$ cat src/rtl/wb_arbiter2.sv
// rtl/wb_arbiter2.sv - two-master round-robin Wishbone arbiter with per-access watchdog
module wb_arbiter2 #(
    parameter int TIMEOUT = 255,
    parameter int CNT_W   = 8
) (
    input  logic        clk_i,
    input  logic        rst_i,
    input  logic [25:0] m0_adr_i,
    input  logic [31:0] m0_dat_i,
    input  logic        m0_we_i,
    input  logic        m0_stb_i,
    input  logic        m0_cyc_i,
    input  logic        m0_tagn_i,
    output logic [31:0] m0_dat_o,
    output logic        m0_ack_o,
    output logic        m0_err_o,
    input  logic [25:0] m1_adr_i,
    input  logic [31:0] m1_dat_i,
    input  logic        m1_we_i,
    input  logic        m1_stb_i,
    input  logic        m1_cyc_i,
    input  logic        m1_tagn_i,
    output logic [31:0] m1_dat_o,
    output logic        m1_ack_o,
    output logic        m1_err_o,
    output logic [25:0] s_adr_o,
    output logic [31:0] s_dat_o,
    output logic        s_we_o,
    output logic        s_stb_o,
    output logic        s_cyc_o,
    output logic        s_tagn_o,
    input  logic [31:0] s_dat_i,
    input  logic        s_ack_i,
    output logic [1:0]  gnt_o
);

    typedef enum logic [1:0] {
        S_IDLE = 2'd0,
        S_OWN0 = 2'd1,
        S_OWN1 = 2'd2
    } state_t;

    // Watchdog fires on the cycle where the counter already holds TIMEOUT-1
    // and the strobe is still waiting, i.e. the TIMEOUT-th waiting cycle.
    localparam logic [CNT_W-1:0] LIM = (TIMEOUT > 0) ? CNT_W'(TIMEOUT - 1) : '0;

    state_t           r_state;
    state_t           w_state_next;
    logic             r_last;        // 0: m0 owned last, 1: m1 owned last
    logic [CNT_W-1:0] r_cnt;
    logic             w_own_stb;
    logic             w_limit;

    assign w_own_stb = ((r_state == S_OWN0) && m0_stb_i) ||
                       ((r_state == S_OWN1) && m1_stb_i);
    assign w_limit   = (TIMEOUT != 0) && w_own_stb && (r_cnt == LIM);

    // Read data is broadcast; only the ack qualifies it.
    assign m0_dat_o = s_dat_i;
    assign m1_dat_o = s_dat_i;

    // State register and last-owner pointer, updated on every entry to OWNn
    always_ff @(posedge clk_i) begin
        if (rst_i) begin
            r_state <= S_IDLE;
            r_last  <= 1'b1;
        end else begin
            r_state <= w_state_next;
            if (r_state == S_IDLE && w_state_next == S_OWN0) begin
                r_last <= 1'b0;
            end else if (r_state == S_IDLE && w_state_next == S_OWN1) begin
                r_last <= 1'b1;
            end
        end
    end

    // Next-state: grant from IDLE only, so handovers always pass through IDLE
    always_comb begin
        w_state_next = r_state;
        case (r_state)
            S_IDLE: begin
                if (m0_cyc_i && m1_cyc_i) begin
                    w_state_next = r_last ? S_OWN0 : S_OWN1;
                end else if (m0_cyc_i) begin
                    w_state_next = S_OWN0;
                end else if (m1_cyc_i) begin
                    w_state_next = S_OWN1;
                end
            end
            S_OWN0:  if (!m0_cyc_i) w_state_next = S_IDLE;
            S_OWN1:  if (!m1_cyc_i) w_state_next = S_IDLE;
            default: w_state_next = S_IDLE;
        endcase
    end

    // Watchdog counts waiting strobe cycles; any ack, idle strobe, expiry or ownership change clears it
    always_ff @(posedge clk_i) begin
        if (rst_i) begin
            r_cnt <= '0;
        end else if (r_state == S_IDLE || w_state_next != r_state ||
                     !w_own_stb || s_ack_i || w_limit) begin
            r_cnt <= '0;
        end else begin
            r_cnt <= r_cnt + 1'b1;
        end
    end

    // Output mux: owner drives the slave, ack/err routed back to the owner only
    always_comb begin
        s_adr_o  = '0;
        s_dat_o  = '0;
        s_we_o   = 1'b0;
        s_stb_o  = 1'b0;
        s_cyc_o  = 1'b0;
        s_tagn_o = 1'b0;
        m0_ack_o = 1'b0;
        m0_err_o = 1'b0;
        m1_ack_o = 1'b0;
        m1_err_o = 1'b0;
        gnt_o    = 2'b00;
        case (r_state)
            S_OWN0: begin
                gnt_o    = 2'b01;
                s_adr_o  = m0_adr_i;
                s_dat_o  = m0_dat_i;
                s_we_o   = m0_we_i;
                s_stb_o  = m0_stb_i && !w_limit;
                s_cyc_o  = m0_cyc_i;
                s_tagn_o = m0_tagn_i;
                m0_ack_o = s_ack_i;
                m0_err_o = w_limit && !s_ack_i;
            end
            S_OWN1: begin
                gnt_o    = 2'b10;
                s_adr_o  = m1_adr_i;
                s_dat_o  = m1_dat_i;
                s_we_o   = m1_we_i;
                s_stb_o  = m1_stb_i && !w_limit;
                s_cyc_o  = m1_cyc_i;
                s_tagn_o = m1_tagn_i;
                m1_ack_o = s_ack_i;
                m1_err_o = w_limit && !s_ack_i;
            end
            default: ;
        endcase
    end

endmodule
$ cat config.mk
export PLATFORM = sky130hd
export DESIGN_NAME = wb_arbiter2
export DESIGN_NICKNAME = d
export VERILOG_FILES = /design/src/rtl/wb_arbiter2.sv
export SDC_FILE = /design/constraint.sdc
export NUM_CORES = 1
export LEC_CHECK = 0
export BUFFER_PORTS_ARGS = -buffer_cell sky130_fd_sc_hd__buf_2
export CORE_AREA = 2 2 113 115
export DETAILED_ROUTE_END_ITERATION = 7
export DIE_AREA = 0 0 115 117
export GPL_ROUTABILITY_DRIVEN = 0
export PLACE_DENSITY = 0.52
export SYNTH_ARGS = -nofsm -noshare
export SYNTH_HDL_FRONTEND = slang
export SYNTH_SLANG_ARGS = --single-unit
$ cat constraint.sdc
create_clock -name clk_i -period 2 [get_ports clk_i]
set_input_delay 0.1 -clock clk_i [delete_from_list [all_inputs] [get_ports clk_i]]
set_output_delay 0.1 -clock clk_i [all_outputs]
set_load 0.05 [all_outputs]
# [Word-level counts from Yosys, hierarchy flattened]
# Cells that the tools add are included.
# Widths: inputs -> output; s select.
[word_totals] register_bits=11 in_bits=159 out_inout_bits=132 word_cells=50
[classes] add_sub_neg=1 eq_ne=6 n_mux=20 n_reduce_logical=20
[ops] op="$pmux 32 s2" n=1
[ops] op="$pmux 26 s2" n=1
[ops] op="$mux 2" n=6
[ops] op="$logic_and 1x1->1" n=9
[ops] op="$add 8x1->8 const B" n=1
[ops] op="$eq 8x8->1 const B" n=1
[ops] op="$pmux 1 s2" n=4
[ops] op="$mux 1" n=6
[ops] op="$pmux 2 s3" n=1
[ops] op="$logic_or 1x1->1" n=5
[ops] op="$eq 2x1->1 const B" n=2
[ops] op="$eq 2x2->1 const B" n=2
[ops] op="$pmux 2 s2" n=1
[ops] op="$logic_not 1->1" n=3
[ops] op="$logic_not 2->1" n=1
[ops] op="$ne 2x2->1" n=1
[ops] op="$reduce_bool 2->1" n=1
[ops] op="$reduce_or 2->1" n=1

# [Longest topological paths before layout]
[logic_depth] depth_word=10 mapped_depth=7 depth_no_buf=6

# [Worst setup path before layout]
# OpenSTA, ideal clock, no wires.
[synth_timing] path_type="flip-flop to output port" start="register r_state[1]" end="output port s_adr_o[0]" arrival_time_ns=2.407 required_ns=1.900 setup_slack_ns=-0.507 stages_incl_launch_ff=7 path_buffers=2 cell_sequence="dfxtp_1 -> inv_1 -> ha_1 -> buf_2 -> clkbuf_1 -> a22oi_1 -> nor2b_1"
[synth_via] elab_chain_cells=2 word_cells_on_any_way=3 classes_between="eq/ne (2); mux (1)"
[synth_rtl] element="start: declaration" line_no="47" rtl="state_t r_state;"
[synth_rtl] element="start signal: assignment" line_no="68" rtl="r_state <= w_state_next;"
[synth_rtl] element="$eq 2x2->1 / $eq 2x1->1 (equally long branches)" line_no="121" rtl="case (r_state)"
[synth_rtl] element="$pmux 26 s2 (*)" line_no="121"
[synth_rtl] element="end: declaration" line_no="26" rtl="output logic [25:0] s_adr_o,"
# Every way passes the cells marked *; elsewhere a longest branch is shown, timed or not.

# [Final worst setup path]
[layout_timing] start="register r_state[0]" end="output port s_stb_o"
[layout_via] elab_chain_cells=7 word_cells_on_any_way=10 classes_between="eq/ne (2); mux (1); reduce/logical (7)"
[layout_rtl] element="$eq 2x1->1 / $eq 2x2->1 (equally long branches)" line_no="54, 121, 55"
[layout_rtl] element="$logic_and 1x1->1 (on tied branches)" line_no="54, 55"
[layout_rtl] element="$logic_or 1x1->1" line_no="54" rtl="assign w_own_stb = ((r_state == S_OWN0) && m0_stb_i) ||"
[layout_rtl] element="$logic_and 1x1->1" line_no="56" rtl="assign w_limit = (TIMEOUT != 0) && w_own_stb && (r_cnt == LIM);"
[layout_rtl] element="$logic_not 1->1" line_no="127, 138"
[layout_rtl] element="$logic_and 1x1->1 (on tied branches)" line_no="138, 127"
[layout_rtl] element="$pmux 1 s2 (*)" line_no="121"
[layout_rtl] element="end: declaration" line_no="29" rtl="output logic s_stb_o,"
# Marked as above.

==> flow_summary.ini <==
[pwr]
ir_worst_vdd_mv = 0.183
powerDensity_mw_per_mm2 = 595
p_leak_nw = 1.54
finalPower_mw = 2.07

[hold_path]
hold_end = r_state[1]
worstHoldPathType = in2reg
min_path_cells = 2
hp-start = rst_i

[setup_path]
required_ns = 1.90
cp-end-kind = primary output
path_cells = inv_2 > ha_4 > bufbuf_16 > o32ai_1 > and2_1 > buf_6
crit_buf_inv = 3
reg2regPathDepth = 6
critical_path_class = reg2out
worst_path_dominant_cell_family = buffers and inverters
start_kind = flop
worst-path-stages = 6
r2r_slack_ns = 0.28
cp_slowest_cell = dfxtp_2
r2r_end = r_last
timing.critical_path.slowest_cell_delay_ns = 0.38
cp.arrival_ns = 1.80
rr_startpoint = r_state[1]
critPathMaxFanout = 23

[detailed_routing]
ant_nets = 0
routed_wl_um = 8670
vias_per_cell = 4.42
firstDrtPassIters = 4
drc = 0
drt-initial-drc-count = 108
vias = 2491
wl_per_cell_um = 15.4

[clock_network]
ctsHoldBuffers = 0
clkLatencyLatePin_ns = 0.24
clkTransAtPathRegs_ns = 0.04
root_buffer = clkbuf_16
htreeDepth = 1
cts_tree = yes
cts_buffer_depth = 2
cts.sinks = 11
cts_setup_buffers = 0
cts_buffers = 3

[status]
status = completed

[sta]
hold_viol_final = 0
fin_setup_tns_ns = 0
rsz0062_at_grt = false
worst_pin_slew_ns = 0.340
worst_hold_slack_ns = 0.0883
slew_viol_final = 0
slew_headroom_pct = 77.2
max_freq_mhz = 526
clock_skew_ns = 0.00336
layout_min_cycle_time_ns = 1.90
post-route-period-util_pct = 95.0
setup_viol = 0

[die]
core_area_mm2 = 0.0123
row_count = 41
dieArea_mm2 = 0.0135
die_x_um = 115
io_pins = 291
die_h_um = 117
initial_core_util_pct = 17.2

[logic_synthesis]
synthArstFlopShare_pct = 0
synth_area_mm2 = 0.00212
netlist.area_leader.share_pct = 22.7
syn_inst = 291
synth_top_family_by_area = buffers and inverters
synthAdderAreaFrac_pct = 4.14
ys_ff_latch = 11
yosys.area_share.simple_pct = 27.2
synthXorXnorAreaFrac_pct = 2.48
synth_top_flop_cell = dfxtp_1
syn_avg_cell_area_um2 = 7.28
synth_compound_area_share_pct = 27.4
synth_edf_count = 0
synth_top_cell_by_area = buf_4
yosys_warnings = 0
synth_cell_type_count = 34
synth_nets = 457
ys_seq_area_share_pct = 10.4
synthMuxAreaShare_pct = 0.946
yosys-top-cells-area = buf_4 (23%), a22oi_1 (22%), nor2b_1 (18%)

[place]
portBuffers = 194
dp_hpwl_um = 6990

[global_route]
grt_max_degree = 41
grt_usage_pct = 10.9
grt_pass1_vias = 2270
grt_pass1_wl_um = 11800
antenna_found_initial = 0
gr-total-overflow = 0

[layout]
drive_gt1_share_pct = 66.4
fin_nets = 581
diodes = 0
areaGrowthSynthToFinish_pct = 64.8

[flow_run]
maxCapViolCount = 0
-- worst max path at each step --
stage	startpoint	to	slack (ns)
finish	r_state[0]	s_stb_o	0.1
global route	r_state[0]	s_dat_o[18]	0.009
CTS	r_state[1]	s_stb_o	0.008
detailed placement	r_state[0]	s_stb_o	0.19
global placement	r_state[0]	s_stb_o	0.22
floorplan	r_state[1]	s_adr_o[20]	0.007
-- layout by cell type (no fill, tap or decap), drive strengths merged --
| master | count |
|---|---|
| nand2 | 3 |
| and2 | 3 |
| buf | 203 |
| inv | 5 |
| a211oi | 1 |
| or2b | 2 |
| nand4b | 1 |
| a22o | 1 |
| nor2b | 62 |
| mux2i | 2 |
| a22oi | 62 |
| bufbuf | 1 |
| nor4 | 1 |
| o221ai | 1 |
| nor2 | 14 |
| ha | 7 |
| nand2b | 1 |
| a211o | 1 |
| o32ai | 1 |
| a221oi | 1 |
| a21oi | 3 |
| nand3b | 1 |
| xnor2 | 3 |
| o21ai | 4 |
| nor3 | 1 |
| nand4 | 1 |
| a21bo | 1 |
| and3 | 4 |
| nand3 | 5 |
| xor2 | 3 |
| dfxtp | 11 |
| clkbuf | 4 |
-- synth_stat cells, types with 4 or more instances --
cell type	n
nor2b_1	62
inv_1	5
dfxtp_1	11
nor2_1	14
buf_1	6
buf_4	64
nand3_1	5
and3_1	4
clkbuf_1	12
a22oi_1	62
ha_1	7
-- metrics by stage --
step / instance area [µm²] / utilization, % / cells / setup WS, ns
final: 3490 / 28.3 / 564 / 0.0990
after global routing: 3490 / 28.3 / 564 / 0.00878
after CTS: 3470 / 28.2 / 564 / 0.00778
after detailed placement: 3340 / 27.1 / 559 / 0.190
after global placement: 3340 / 27.1 / 559 / 0.222
after floorplan: 2560 / - / 291 / 0.00718
-- registers in the layout, indices dropped and copies added, names as in the netlist --
signal,cells
r_cnt,8
r_last,1
r_state,2
-- repair_timing --
item | 4_1_cts | 5_1_grt
pin swaps | 0 | 0
gates cloned | 1 | 0
hold endpoints to repair | 0 | 0
gates resized for setup | 5 | 4
setup endpoints to repair | 48 | 70
-- layer usage --
layer / track usage (%) / vias up / routed length [µm]
li1: - / 1203 / -
met1: 13.1 / 1125 / 3380
met2: 19.9 / 137 / 4400
met3: 1.60 / 26 / 752
met4: 3.61 / 0 / 139
met5: 0 / - / 0
-- area by class of cell --
class,instances,area (µm²)
inverters,5,18.8
flip-flops and latches,11,223
repair buffers,204,1190
fillers,1340,8820
well taps,150,188
clock buffers,4,78.8
multi-input cells,190,1790
-- report_power, final --
part | internal (mW) | total (mW) | switching, mW
sequential | 0.230 | 0.244 | 0.0136
clock | 0.268 | 0.367 | 0.0988
combinational | 0.655 | 1.46 | 0.810
total | 1.15 | 2.07 | 0.922
-- cells by family (layout without fill, tap and decap cells) --
kind of cell             count (synthesis)  count (layout)
AND/OR/NAND/NOR                         99              99
buffers and inverters                   90             213
AO/OA/AOI/OAI                           76              76
flip-flops                              11              11
adder cells (fa/ha/maj)                  7               7
XOR/XNOR                                 6               6
multiplexers                             2               2
-- worst register-to-register path: cells and delay by family, from the launching register on --
family | cells | cell delay (ns)
flops | 1 | 0.36
fa+ha+maj | 1 | 0.23
simple gates | 2 | 0.37
buf+inv | 1 | 0.12
compound gates | 2 | 0.51
Note: power is estimated with default switching activity, not from simulation.
